===== src/rtl/add_sub_pkg.sv =====
// Shared types and constants for the digit-serial adder/subtractor.
package add_sub_pkg;

    typedef enum logic [1:0] {
        IDLE = 2'd0,
        RUN  = 2'd1,
        DONE = 2'd2
    } state_e;

    localparam logic MODE_ADD = 1'b0;
    localparam logic MODE_SUB = 1'b1;

endpackage


===== src/rtl/digit_adder.sv =====
// DIGIT-bit ripple-carry adder; also exposes the carry into its MSB for overflow detection.
module digit_adder #(
    parameter int DIGIT = 4
) (
    input  logic [DIGIT-1:0] x,
    input  logic [DIGIT-1:0] y,
    input  logic             ci,
    output logic [DIGIT-1:0] sum,
    output logic             co,
    output logic             cm
);

    logic [DIGIT:0] c_s;

    // Ripple the carry through each bit position.
    always_comb begin
        c_s    = '0;
        sum    = '0;
        c_s[0] = ci;
        for (int i = 0; i < DIGIT; i++) begin
            sum[i]   = x[i] ^ y[i] ^ c_s[i];
            c_s[i+1] = (x[i] & y[i]) | (c_s[i] & (x[i] ^ y[i]));
        end
    end

    assign co = c_s[DIGIT];
    assign cm = c_s[DIGIT-1];

endmodule


===== src/rtl/add_sub_serial.sv =====
// Digit-serial two's-complement adder/subtractor, LSB digit first, start/done handshake.
// Define ADD_SUB_SAT_EN to clamp s to the signed limits on overflow (default: wrap).
module add_sub_serial
    import add_sub_pkg::*;
#(
    parameter int WIDTH = 16,
    parameter int DIGIT = 4
) (
    input  logic             clk,
    input  logic             rst,
    input  logic             start,
    input  logic             mode,
    input  logic [WIDTH-1:0] a,
    input  logic [WIDTH-1:0] b,
    output logic             busy,
    output logic             done,
    output logic [WIDTH-1:0] s,
    output logic             cout,
    output logic             ovf,
    output logic             zero
);

    localparam int              N    = WIDTH / DIGIT;
    localparam int              CW   = (N > 1) ? $clog2(N) : 1;
    localparam logic [CW-1:0]   LAST = CW'(N - 1);
    localparam logic [WIDTH-1:0] SMIN = WIDTH'(1'b1) << (WIDTH - 1);

    state_e           state_q, state_d;
    logic [WIDTH-1:0] a_q, a_d;
    logic [WIDTH-1:0] b_q, b_d;
    logic [WIDTH-1:0] acc_q, acc_d;
    logic [CW-1:0]    cnt_q, cnt_d;
    logic             mode_q, mode_d;
    logic             carry_q, carry_d;
    logic [WIDTH-1:0] s_q, s_d;
    logic             cout_q, cout_d;
    logic             ovf_q, ovf_d;
    logic             zero_q, zero_d;
    logic             busy_q, busy_d;
    logic             done_q, done_d;

    logic [DIGIT-1:0] dsum_s;
    logic             dco_s;
    logic             dcm_s;
    logic [WIDTH-1:0] acc_next_s;
    logic             ovf_raw_s;
    logic [WIDTH-1:0] res_s;

    digit_adder #(.DIGIT(DIGIT)) u_digit_adder (
        .x   (a_q[DIGIT-1:0]),
        .y   (b_q[DIGIT-1:0]),
        .ci  (carry_q),
        .sum (dsum_s),
        .co  (dco_s),
        .cm  (dcm_s)
    );

    // Result digits enter from the MSB end, so after N shifts digit 0 sits at the LSB.
    always_comb begin
        acc_next_s = (acc_q >> DIGIT) | (WIDTH'(dsum_s) << (WIDTH - DIGIT));
        ovf_raw_s  = dcm_s ^ dco_s;
    end

    // Final result value; on the last digit a_q[DIGIT-1] is the sign bit of A.
    always_comb begin
        res_s = acc_next_s;
`ifdef ADD_SUB_SAT_EN
        if (ovf_raw_s) begin
            res_s = a_q[DIGIT-1] ? SMIN : ~SMIN;
        end else begin
            res_s = acc_next_s;
        end
`endif
    end

    // Next-state and datapath control.
    always_comb begin
        state_d = state_q;
        a_d     = a_q;
        b_d     = b_q;
        acc_d   = acc_q;
        cnt_d   = cnt_q;
        mode_d  = mode_q;
        carry_d = carry_q;
        s_d     = s_q;
        cout_d  = cout_q;
        ovf_d   = ovf_q;
        zero_d  = zero_q;
        case (state_q)
            IDLE, DONE: begin
                if (start) begin
                    a_d     = a;
                    b_d     = b ^ {WIDTH{mode}};
                    mode_d  = mode;
                    carry_d = mode;
                    cnt_d   = '0;
                    acc_d   = '0;
                    state_d = RUN;
                end else begin
                    state_d = IDLE;
                end
            end
            RUN: begin
                a_d     = a_q >> DIGIT;
                b_d     = b_q >> DIGIT;
                acc_d   = acc_next_s;
                carry_d = dco_s;
                cnt_d   = cnt_q + CW'(1);
                if (cnt_q == LAST) begin
                    // Outputs load on the edge that enters DONE so they are valid with done.
                    s_d     = res_s;
                    cout_d  = (mode_q == MODE_SUB) ? ~dco_s : dco_s;
                    ovf_d   = ovf_raw_s;
                    zero_d  = (res_s == '0);
                    state_d = DONE;
                end else begin
                    state_d = RUN;
                end
            end
            default: begin
                state_d = IDLE;
            end
        endcase
        busy_d = (state_d == RUN);
        done_d = (state_d == DONE);
    end

    // State and datapath registers.
    always_ff @(posedge clk or posedge rst) begin
        if (rst) begin
            state_q <= IDLE;
            a_q     <= '0;
            b_q     <= '0;
            acc_q   <= '0;
            cnt_q   <= '0;
            mode_q  <= 1'b0;
            carry_q <= 1'b0;
            s_q     <= '0;
            cout_q  <= 1'b0;
            ovf_q   <= 1'b0;
            zero_q  <= 1'b0;
            busy_q  <= 1'b0;
            done_q  <= 1'b0;
        end else begin
            state_q <= state_d;
            a_q     <= a_d;
            b_q     <= b_d;
            acc_q   <= acc_d;
            cnt_q   <= cnt_d;
            mode_q  <= mode_d;
            carry_q <= carry_d;
            s_q     <= s_d;
            cout_q  <= cout_d;
            ovf_q   <= ovf_d;
            zero_q  <= zero_d;
            busy_q  <= busy_d;
            done_q  <= done_d;
        end
    end

    assign busy = busy_q;
    assign done = done_q;
    assign s    = s_q;
    assign cout = cout_q;
    assign ovf  = ovf_q;
    assign zero = zero_q;

endmodule


===== config.mk =====
export PLATFORM = sky130hd
export DESIGN_NAME = add_sub_serial
export DESIGN_NICKNAME = d
export VERILOG_FILES = /design/src/rtl/add_sub_pkg.sv /design/src/rtl/digit_adder.sv /design/src/rtl/add_sub_serial.sv
export SDC_FILE = /design/constraint.sdc
export NUM_CORES = 1
export LEC_CHECK = 0
export CORE_MARGIN = 4
export CORE_UTILIZATION = 55
export DETAILED_ROUTE_END_ITERATION = 10
export PLACE_DENSITY = 0.83
export SYNTH_ARGS = -nofsm -noshare
export SYNTH_HDL_FRONTEND = slang
export SYNTH_HIERARCHICAL = 1
export SYNTH_SLANG_ARGS = --single-unit

===== constraint.sdc =====
create_clock -name clk -period 6.02 [get_ports clk]
set_clock_uncertainty 0.2 [all_clocks]
set_input_delay 0.903 -clock clk [delete_from_list [all_inputs] [get_ports clk]]
set_output_delay 0.903 -clock clk [all_outputs]
set_load 0.1 [all_outputs]

== After elaboration in Yosys (flattened, before gate mapping) ==
Cells that the tools add are included.

* Input bits: 36
* Memory bits (read-only): 0
* Memories kept: 0
* Flip-flop bits (word level): 75
* Bits in latches: 0
* Word-level logic and storage cells: 65
* RAM bits: 0
* Output and inout port bits: 21

* Reduce and logical (&&, ||, !) cells: 7
* Div/mod/pow operators: 0
* Multiply operators: 0
* Shifts and indexed selects: 0
* Multiplexer cells: 14
* Add/sub/neg operators: 1
* Equal/unequal tests: 6
* Bitwise gates (word level): 24
* Order comparisons: 0

{| class="wikitable"
|+ Operators with widths
! operator !! count
|-
| 16-bit one-hot mux with 2 select lines || 3
|-
| 16-bit two-way mux || 3
|-
| 16-bit zero test || 1
|-
| 12-bit by 16-bit OR with 16-bit output || 1
|-
| 16-bit XOR || 1
|-
| 1-bit XOR || 9
|-
| 1-bit AND || 8
|-
| 2-bit one-hot mux with 2 select lines || 2
|-
| 2-bit equality test, second input constant || 3
|-
| 2-bit AND reduction || 3
|-
| 2-bit by 1-bit equality test with 1-bit output, second input constant || 2
|-
| 2-bit two-way mux || 2
|-
| 1-bit OR || 4
|-
| 1-bit two-way mux || 3
|-
| 2-bit by 1-bit adder with 2-bit output, second input constant || 1
|-
| 2-bit zero test || 1
|-
| 2-bit inequality test, second input constant || 1
|-
| 1-bit one-hot mux with 2 select lines || 1
|-
| 2-bit nonzero test || 1
|-
| 2-bit OR reduction || 1
|-
| 1-bit NOT || 1
|}

== Depth between registers and ports, before layout ==
Gate-level depths: netlist of run 1.

* Depth in word-level cells: 11
* Mapped depth: 9
* Gate-level depth less buffers: 9

== Cells and area by module ==
The synthesis of run 1 kept the hierarchy.

{| class="wikitable"
|+ Modules (own cells, without submodules)
! module !! instances !! cells each !! seq. area each (µm²) !! area an instance (µm²)
|-
| add_sub_serial || 1 || 232 || 1776.7 || 2922.8
|-
| digit_adder || 1 || 12 || 0.0 || 110.1
|}

== Worst setup path before layout of run 1 ==
No wires, ideal clock.

* Path kind: flip-flop to flip-flop
* Start: register b_q[0]
* End: register zero_q (netlist: zero)
* Setup slack: 3541 ps
* Arrival: 2196 ps
* Library setup time: 83 ps
* Cell stages (with the launch flop): 10
* Clock period less this slack: 2479 ps
* Cells stage by stage: dfrtp_1 > fa_1 > inv_1 > fa_1 > fa_1 > inv_1 > fa_1 > nor4_1 > nand4_1 > o21ai_0

* Word-level cells in the longest chain between the ends: 10

{| class="wikitable"
|+ RTL lines
! item !! line !! text
|-
| from (decl) || add_sub_serial.sv:30 || <nowiki>logic [WIDTH-1:0] b_q, b_d;</nowiki>
|-
| from (signal assigned) || add_sub_serial.sv:133 || <nowiki>b_q <= '0;</nowiki>
|-
| from (signal assigned) || add_sub_serial.sv:147 || <nowiki>b_q <= b_d;</nowiki>
|-
| 1-bit XOR || digit_adder.sv:22 || <nowiki>c_s[i+1] = (x[i] & y[i]) | (c_s[i] & (x[i] ^ y[i]));</nowiki>
|-
| 1-bit AND || digit_adder.sv:22 ||
|-
| 1-bit OR (*) || digit_adder.sv:22 ||
|-
| 1-bit AND (*) || digit_adder.sv:22 ||
|-
| 1-bit OR (*) || digit_adder.sv:22 ||
|-
| 1-bit AND (*) || digit_adder.sv:22 ||
|-
| 1-bit OR (*) || digit_adder.sv:22 ||
|-
| net dcm_s || add_sub_serial.sv:44 || <nowiki>logic dcm_s;</nowiki>
|-
| 1-bit XOR (*) || digit_adder.sv:21 || <nowiki>sum[i] = x[i] ^ y[i] ^ c_s[i];</nowiki>
|-
| 12-bit by 16-bit OR with 16-bit output (*) || add_sub_serial.sv:60 || <nowiki>acc_next_s = (acc_q >> DIGIT) | (WIDTH'(dsum_s) << (WIDTH - DIGIT));</nowiki>
|-
| net acc_next_s[15] || add_sub_serial.sv:45 || <nowiki>logic [WIDTH-1:0] acc_next_s;</nowiki>
|-
| 16-bit zero test (*) || add_sub_serial.sv:114 || <nowiki>zero_d = (res_s == '0);</nowiki>
|-
| to (signal assigned) || add_sub_serial.sv:155 || <nowiki>zero_q <= zero_d;</nowiki>
|-
| to (decl) || add_sub_serial.sv:38 || <nowiki>logic zero_q, zero_d;</nowiki>
|}

Mark *: on every way through the listed nets, which the timed path passes. The rest lies on a longest branch.
A chain may end at the register's enable or synchronous reset.

== Worst setup path after layout of run 1 ==
* Start: register s_q[8] (netlist: s[8])
* End: output port s[8]

{| class="wikitable"
|+ RTL lines
! item !! line !! text
|-
| from (decl) || add_sub_serial.sv:35 || <nowiki>logic [WIDTH-1:0] s_q, s_d;</nowiki>
|-
| from (signal assigned) || add_sub_serial.sv:138 || <nowiki>s_q <= '0;</nowiki>
|-
| from (signal assigned) || add_sub_serial.sv:152 || <nowiki>s_q <= s_d;</nowiki>
|-
| to (decl) || add_sub_serial.sv:17 || <nowiki>output logic [WIDTH-1:0] s,</nowiki>
|}

No word-level cell between the ends.

==> impl_metrics.json, run 1 <==
{
  "fmax_ghz": 0.342,
  "nNetsFinal": 336,
  "clkLatencyLatePin_ns": 0.34,
  "fin_ws_ns": 3.09,
  "min_path_cells": 2,
  "dp.cells": 354,
  "yosys_warnings": 6,
  "htree_num_levels": 3,
  "synth_seq_cells": 71,
  "crit_type": "reg2out",
  "slowest_stage": "clkdlybuf4s50_1",
  "whs_ns": 0.283,
  "fin_crit_ns": 2.93,
  "tritoncts": "done",
  "final_cell_mix": "dfrtp_1 (71), clkdlybuf4s50_1 (56), a22o_1 (21)",
  "crit_chain": "clkdlybuf4s50_1",
  "drcViolationCount": 0,
  "cts_hold_buf": 0,
  "grt-busiest-layer": "met2",
  "yosysUniqueCellTypes": 26,
  "drv_slew": 0,
  "final_common_cell": "dfrtp_1",
  "reg2regPathDepth": 9,
  "cp_data_required_time_ns": 4.92,
  "wl_per_cell_um": 16.3,
  "arrival_ns": 1.82,
  "syn_inst": 244,
  "vias": 2076,
  "cts_setup_buffers": 0,
  "grt.met3_usage": 0.0456,
  "place.gp.congestion": 0.756,
  "cap_violations": 0,
  "drt-total-wl_um": 6030,
  "instances_no_fill": 370,
  "io_pins": 57,
  "worst_hold_path.endpoint": "cout$_DFFE_PP0P_",
  "num_rows": 26,
  "cts_root_buf": "clkbuf_8",
  "fin_crit_sh": 0.486,
  "worstReg2RegEnd": "zero$_DFFE_PP0P_",
  "rsz0062_at_grt": "false",
  "cpLargestDelayFamily": "buffers and inverters",
  "start_kind": "flop",
  "grt_pass1_wl_um": 9720,
  "cp_max_fo": 2,
  "tns_ns": 0,
  "critPathCaptureType": "output pin",
  "synth.avg_cell_area_um2": 12.4,
  "min_from": "cout$_DFFE_PP0P_",
  "antenna_cells": 0,
  "grt_max_degree": 72,
  "crit_start": "s[8]$_DFFE_PP0P_",
  "r2r-start": "b_q[0]$_DFFE_PP0P_",
  "drive_gt1_frac": 0.120,
  "cts.clk_slew.worst_paths_ns": 0.08,
  "grt.overflow.total": 0,
  "tightestPinTransition_ns": 1.04,
  "min_path_type": "reg2reg",
  "numPortBuffers": 56,
  "setup_violations": 0,
  "grt_use_met1": 0.262,
  "start_util": 0.579,
  "hold_viol_final": 0,
  "drt_iter0_markers": 145,
  "die_w_um": 82.3,
  "grt_pass1_vias": 1991,
  "pre_cts_ws_ns": 3.00,
  "grt_antenna_before_repair": 0,
  "cts_sinks": 71,
  "gr-usage-met2": 0.297,
  "cts_buffer_depth": 2,
  "cts_buffers": 9,
  "antenna_left": 0,
  "die_h_um": 82.3,
  "dieArea_mm2": 0.00677,
  "netlist_area_mm2": 0.00303,
  "area_growth_pct": 26.3,
  "viasPerCell": 5.61,
  "coreArea_mm2": 0.00524,
  "dp_hpwl_um": 3880,
  "cp_num_buf_inv": 1,
  "status": "finished, final reports clean",
  "regToRegSetupSlack_ns": 3.23,
  "max_stage_delay_ns": 1.13,
  "relSlewSlack": 0.305,
  "synth_nets": 285,
  "globalRouteTotalUtil": 0.193,
  "drtPass1Iterations": 5,
  "seq_area_frac_synth": 0.586,
  "ctsResizeCount": 0
}
## area by class of cell
type / count / area (um2)
Sequential cell: 71 / 1780
Inverter: 11 / 41.3
Clock inverter: 2 / 35.0
Clock buffer: 14 / 193
Fill cell: 367 / 1410
Timing Repair Buffer: 58 / 576
Multi-Input combinational cell: 144 / 1120
Tap cell: 70 / 87.6
## synthesized netlist by cell type, drive strengths merged
master,instances,share of area
fa,4,0.026
nor2,13,0.019
ha,1,0.0041
nand2b,2,0.0041
nor4,4,0.0082
xnor2,14,0.040
o21ai,6,0.0099
xor2,4,0.012
nand4,1,0.0021
nand3b,1,0.0025
nand3,13,0.021
and2b,2,0.0049
buf,13,0.024
mux2,16,0.059
a221o,13,0.043
a22o,21,0.061
inv,11,0.014
clkbuf,5,0.0062
dfrtp,71,0.59
and2,1,0.0021
nand2,15,0.019
a22oi,12,0.030
a21o,1,0.0025
## worst max path at each step
stage,end,slack (ns),cells past startpoint
global placement,b_q[1]$_DFFE_PP0P_,3.05,4
CTS,s[8],3.07,1
global route,s[11],3.04,1
floorplan,a_q[0]$_DFFE_PP0P_,3.12,1
detailed placement,carry_q$_DFFE_PP0P_,3.00,4
finish,s[8],3.09,1
## registers in the layout, indices dropped and copies added, names as in the netlist, 2 cells and up
| register | cells |
|---|---|
| s | 16 |
| state_q | 2 |
| b_q | 16 |
| a_q | 16 |
| cnt_q | 2 |
| acc_q | 12 |
## cell families after synthesis
| family | share of synthesized area |
|---|---|
| compound gates | 0.146 |
| xor+xnor | 0.0520 |
| fa+ha+maj | 0.0305 |
| buf+inv | 0.0441 |
| flops | 0.586 |
| mux | 0.0594 |
| simple gates | 0.0825 |
## per-stage QoR
stage | util | area, um2
finish | 0.731 | 3830
CTS | 0.731 | 3830
global route | 0.731 | 3830
global placement | 0.688 | 3600
floorplan | - | 3030
detailed placement | 0.688 | 3600
## layer usage
layer	vias to the layer above	routed length [um]	share of wire
met5	-	0	0
met4	0	106	0.018
met3	10	357	0.059
met2	69	2870	0.48
met1	1028	2690	0.45
li1	969	-	-
Power of run 1 is not shown: default switching activity piles up to over one toggle a cycle in this logic, so the estimate is an artifact.
==> inputs of run 2 (changes only) <==
Settings changed: CORE_UTILIZATION 55 to 47, PLACE_DENSITY 0.83 to 0.75.
Clock period 6.02 ns to 2.5 ns, I/O delays scaled along.
==> impl_metrics.json, run 2 (same netlist as run 1, synthesis figures left out) <==
{
  "status": "finished with violations",
  "failed_checks": "negative setup slack",
  "viasPerCell": 5.44,
  "r2r-start": "b_q[0]$_DFFE_PP0P_",
  "tritoncts": "done",
  "hold_viol_final": 0,
  "fin_crit_ns": 2.54,
  "setup_violations": 1,
  "drv_slew": 0,
  "regToRegSetupSlack_ns": -0.04,
  "critPathCaptureType": "flop",
  "rsz0062_at_grt": "true",
  "die_h_um": 88.3,
  "grt_max_degree": 72,
  "num_rows": 29,
  "cts_sinks": 71,
  "io_pins": 57,
  "multi_input_area_mm2": 0.00113,
  "drtPass1Iterations": 4,
  "grt_pass1_wl_um": 10200,
  "relSlewSlack": 0.463,
  "worst-path-stages": 8,
  "cpLargestDelayFamily": "adder cells",
  "crit_type": "reg2reg",
  "tightestPinTransition_ns": 0.803,
  "reg2regPathDepth": 8,
  "clkLatencyLatePin_ns": 0.34,
  "dp_hpwl_um": 4040,
  "drt_iter0_markers": 85,
  "dieArea_mm2": 0.00780,
  "start_kind": "flop",
  "cts_buffer_depth": 2,
  "fin_ws_ns": -0.0400,
  "nNetsFinal": 346,
  "register_area_mm2": 0.00178,
  "die_w_um": 88.3,
  "start_util": 0.480,
  "fin_crit_sh": 1.02,
  "fmax_ghz": 0.394,
  "numPortBuffers": 56,
  "tns_ns": -0.0400,
  "htree_num_levels": 3,
  "worstReg2RegEnd": "s[15]$_DFFE_PP0P_",
  "final_cell_mix": "dfrtp_1 (71), clkdlybuf4s50_1 (35), buf_4 (32)",
  "endpoint": "s[15]$_DFFE_PP0P_",
  "grt_antenna_before_repair": 0,
  "final_common_cell": "dfrtp_1",
  "pre_cts_ws_ns": -0.116,
  "place.gp.congestion": 0.766,
  "fillers": 541,
  "design_area_mm2": 0.00386,
  "max_stage_delay_ns": 0.45,
  "cp_max_fo": 2,
  "globalRouteTotalUtil": 0.172,
  "arrival_ns": 2.56,
  "grt.overflow.total": 0,
  "crit_start": "b_q[0]$_DFFE_PP0P_",
  "cp_data_required_time_ns": 2.52,
  "crit_chain": "fa_1 > inv_1 > fa_2 > fa_2 > inv_2 > fa_1 > buf_4 > mux2_2",
  "min_path_type": "in2async",
  "placed_area_mm2": 0.00362,
  "antenna_cells": 0,
  "coreArea_mm2": 0.00631,
  "cts_root_buf": "clkbuf_8",
  "area_growth_pct": 27.4,
  "cp_num_buf_inv": 3,
  "wl_per_cell_um": 15.9,
  "cap_violations": 0,
  "antenna_left": 0,
  "drive_gt1_frac": 0.220,
  "cts_buffers": 9,
  "slowest_stage": "fa_1",
  "vias": 2100,
  "drcViolationCount": 0,
  "cts.clk_slew.worst_paths_ns": 0.07,
  "drt-total-wl_um": 6140,
  "grt_pass1_vias": 2141
}
==> run 2: worst min path at each step <==
stage	start	end	slack (ns)	cells past startpoint
after global routing	rst	done$_DFF_PP0_	0.26	3
final	rst	done$_DFF_PP0_	0.22	3
after detailed placement	cout$_DFFE_PP0P_	cout$_DFFE_PP0P_	0.28	2
after floorplan	a_q[12]$_DFFE_PP0P_	a_q[12]$_DFFE_PP0P_	0.27	1
after CTS	rst	done$_DFF_PP0_	0.24	3
after global placement	ovf$_DFFE_PP0P_	ovf$_DFFE_PP0P_	0.27	2
==> run 2: worst reg2reg max path, cell delays in order (launching register included) <==
cell and delay [ns]:
dfrtp_1 0.40, fa_1 0.43, inv_1 0.09, fa_2 0.21, fa_2 0.19, inv_2 0.04
fa_1 0.45, buf_4 0.15, mux2_2 0.26
==> run 2: layer usage <==
metal  share of wire  wire length, um  up-vias  track usage
met3           0.058              353        8       0.0596
met4          0.0098               60        0       0.0522
met2            0.51             3120       55        0.288
met5               0                0        -            0
li1                -                -      992            -
met1            0.42             2600     1045        0.211
==> run 2: cell type report <==
| type | count | area share |
|---|---|---|
| clock buffer | 11 | 0.0366 |
| clock inverter | 4 | 0.0181 |
| inverter | 11 | 0.0107 |
| multi-input combinational | 144 | 0.292 |
| sequential | 71 | 0.460 |
| tap | 77 | 0.0249 |
| timing repair buffer | 68 | 0.158 |
==> run 2: per-stage QoR <==
step                      utilization  hold WS (ns)  instances
after global routing            0.612         0.260        386
after CTS                       0.612         0.244        386
after floorplan                     -         0.266        244
after global placement          0.574         0.267        368
after detailed placement        0.574         0.280        368
final                           0.612         0.223        386
==> run 2: repair_timing <==
| action | in CTS | in global routing |
|---|---|---|
| hold buffers | 0 | 0 |
| setup endpoints to repair | 2 | 5 |
| pin swaps | 2 | 2 |
| endpoints found under the hold margin | 0 | 0 |
| gates resized for setup | 4 | 0 |
| buffers inserted | 3 | 0 |
Power of run 2 is left out for the same reason.
==> inputs of run 3 (changes only) <==
Settings changed: CORE_ASPECT_RATIO from default to 0.7.
==> impl_metrics.json, run 3 (same netlist as run 1, synthesis figures left out) <==
{
  "status": "finished with violations",
  "failed_checks": "negative setup slack",
  "start_util": 0.486,
  "crit_chain": "fa_2 > inv_2 > fa_2 > fa_2 > inv_2 > fa_1 > buf_4 > mux2_2",
  "peakVddDrop_mv": 0.871,
  "globalRouteTotalUtil": 0.167,
  "final_cell_mix": "dfrtp_1 (71), clkdlybuf4s50_1 (35), buf_4 (34)",
  "drive_gt1_frac": 0.240,
  "cts.clk_slew.worst_paths_ns": 0.08,
  "power_frac_seq": 0.326,
  "crit_type": "reg2reg",
  "cp_data_required_time_ns": 2.54,
  "clkLatencyLatePin_ns": 0.35,
  "relSlewSlack": 0.442,
  "setup_violations": 3,
  "die_w_um": 104,
  "netSwitchingPower_uw": 2830,
  "drv_slew": 0,
  "rsz0062_at_grt": "true",
  "wl_per_cell_um": 15.9,
  "grt.overflow.total": 0,
  "tightestPinTransition_ns": 0.835,
  "htree_num_levels": 3,
  "nNetsFinal": 348,
  "cts_buffers": 9,
  "critPathCaptureType": "flop",
  "vias": 2107,
  "drtPass1Iterations": 4,
  "p_clk_frac": 0.168,
  "cp_max_fo": 2,
  "start_kind": "flop",
  "place.gp.congestion": 0.795,
  "power.total_uw": 6120,
  "drt-total-wl_um": 6200,
  "power.internal_uw": 3300,
  "hold_viol_final": 0,
  "tritoncts": "done",
  "pwr-share-comb": 0.506,
  "arrival_ns": 2.61,
  "antenna_cells": 0,
  "grt_antenna_before_repair": 0,
  "cts_sinks": 71,
  "worst-path-stages": 8,
  "grt_pass1_wl_um": 10100,
  "drcViolationCount": 0,
  "cp_num_buf_inv": 3,
  "max_stage_delay_ns": 0.45,
  "num_rows": 24,
  "leakage_uw": 0.00183,
  "drt_iter0_markers": 99,
  "area_growth_pct": 28.8,
  "p_per_area_mw_per_mm2": 1570,
  "io_pins": 57,
  "cts_hold_buf": 0,
  "numPortBuffers": 56,
  "min_path_type": "in2async",
  "fin_crit_sh": 1.03,
  "cts_buffer_depth": 2,
  "dp_hpwl_um": 4250,
  "final_util": 0.625,
  "dieArea_mm2": 0.00782,
  "viasPerCell": 5.40,
  "cap_violations": 0,
  "cpMostUsedCell": "fa_2",
  "final_common_cell": "dfrtp_1",
  "swShare": 0.462,
  "cpLargestDelayFamily": "adder cells",
  "fin_ws_ns": -0.0759,
  "fin_crit_ns": 2.58,
  "cts_root_buf": "clkbuf_8",
  "grt_pass1_vias": 2087,
  "reg2regPathDepth": 8,
  "fillers": 502,
  "fmax_ghz": 0.388,
  "slowest_stage": "fa_1",
  "coreArea_mm2": 0.00625,
  "antenna_left": 0,
  "die_h_um": 75.2,
  "grt_max_degree": 39
}
-- run 3: through the flow --
| stage | instance area, um2 | setup slack, ns | instances | hold slack, ns | setup TNS, ns |
|---|---|---|---|---|---|
| 2_1_floorplan | 3030 | 0.0210 | 244 | 0.266 | 0 |
| 3_3_place_gp | 3630 | -0.0378 | 370 | 0.280 | -0.0378 |
| 3_5_place_dp | 3630 | -0.152 | 370 | 0.275 | -0.158 |
| 4_1_cts | 3900 | -0.0978 | 390 | 0.167 | -0.144 |
| 5_1_grt | 3910 | -0.149 | 390 | 0.207 | -0.379 |
| 6_report | 3910 | -0.0759 | 390 | 0.158 | -0.116 |
-- run 3: path summary, 6_finish.rpt --
kind	from	end	slack, ns
hold reg to reg	a_q[15]$_DFFE_PP0P_	a_q[15]$_DFFE_PP0P_	0.30
hold / removal	rst	b_q[11]$_DFFE_PP0P_	0.16
setup reg to reg	carry_q$_DFFE_PP0P_	s[15]$_DFFE_PP0P_	-0.08
min in group clk	a_q[15]$_DFFE_PP0P_	a_q[15]$_DFFE_PP0P_	0.30
max in group asynchronous	rst	a_q[5]$_DFFE_PP0P_	1.36
setup / recovery	carry_q$_DFFE_PP0P_	s[15]$_DFFE_PP0P_	-0.08
-- run 3: cell type report --
type	count	area (um2)	share of cell area
flip-flops and latches	71	1780	0.455
repair buffers	70	626	0.160
clock buffers	9	124	0.0317
clock inverters	7	104	0.0266
multi-input cells	144	1140	0.291
inverters	11	41.3	0.0106
well taps	78	97.6	0.0250
-- run 3: power groups by stage --
stage | sequential [uW] | combinational [uW] | clock, uW
after floorplan | 2980 | 1340 | 0
after global placement | 1990 | 2950 | 0
after detailed placement | 2000 | 3000 | 0
after CTS | 1990 | 3100 | 1050
after global routing | 2050 | 3330 | 1100
final | 2000 | 3100 | 1030
-- run 3: per-layer routing --
layer	wire length, um	vias up	global-route usage
met4	67	0	0.0442
met1	3020	1045	0.230
li1	-	995	-
met5	0	-	0
met3	318	9	0.0634
met2	2790	58	0.253
-- run 3: repair_timing --
item,in CTS,in global routing
pin swaps,3,2
buffers inserted,4,0
setup endpoints to repair,3,3
gates cloned,0,0
gates resized for setup,6,1
Note: power is estimated with default switching activity, not from simulation.
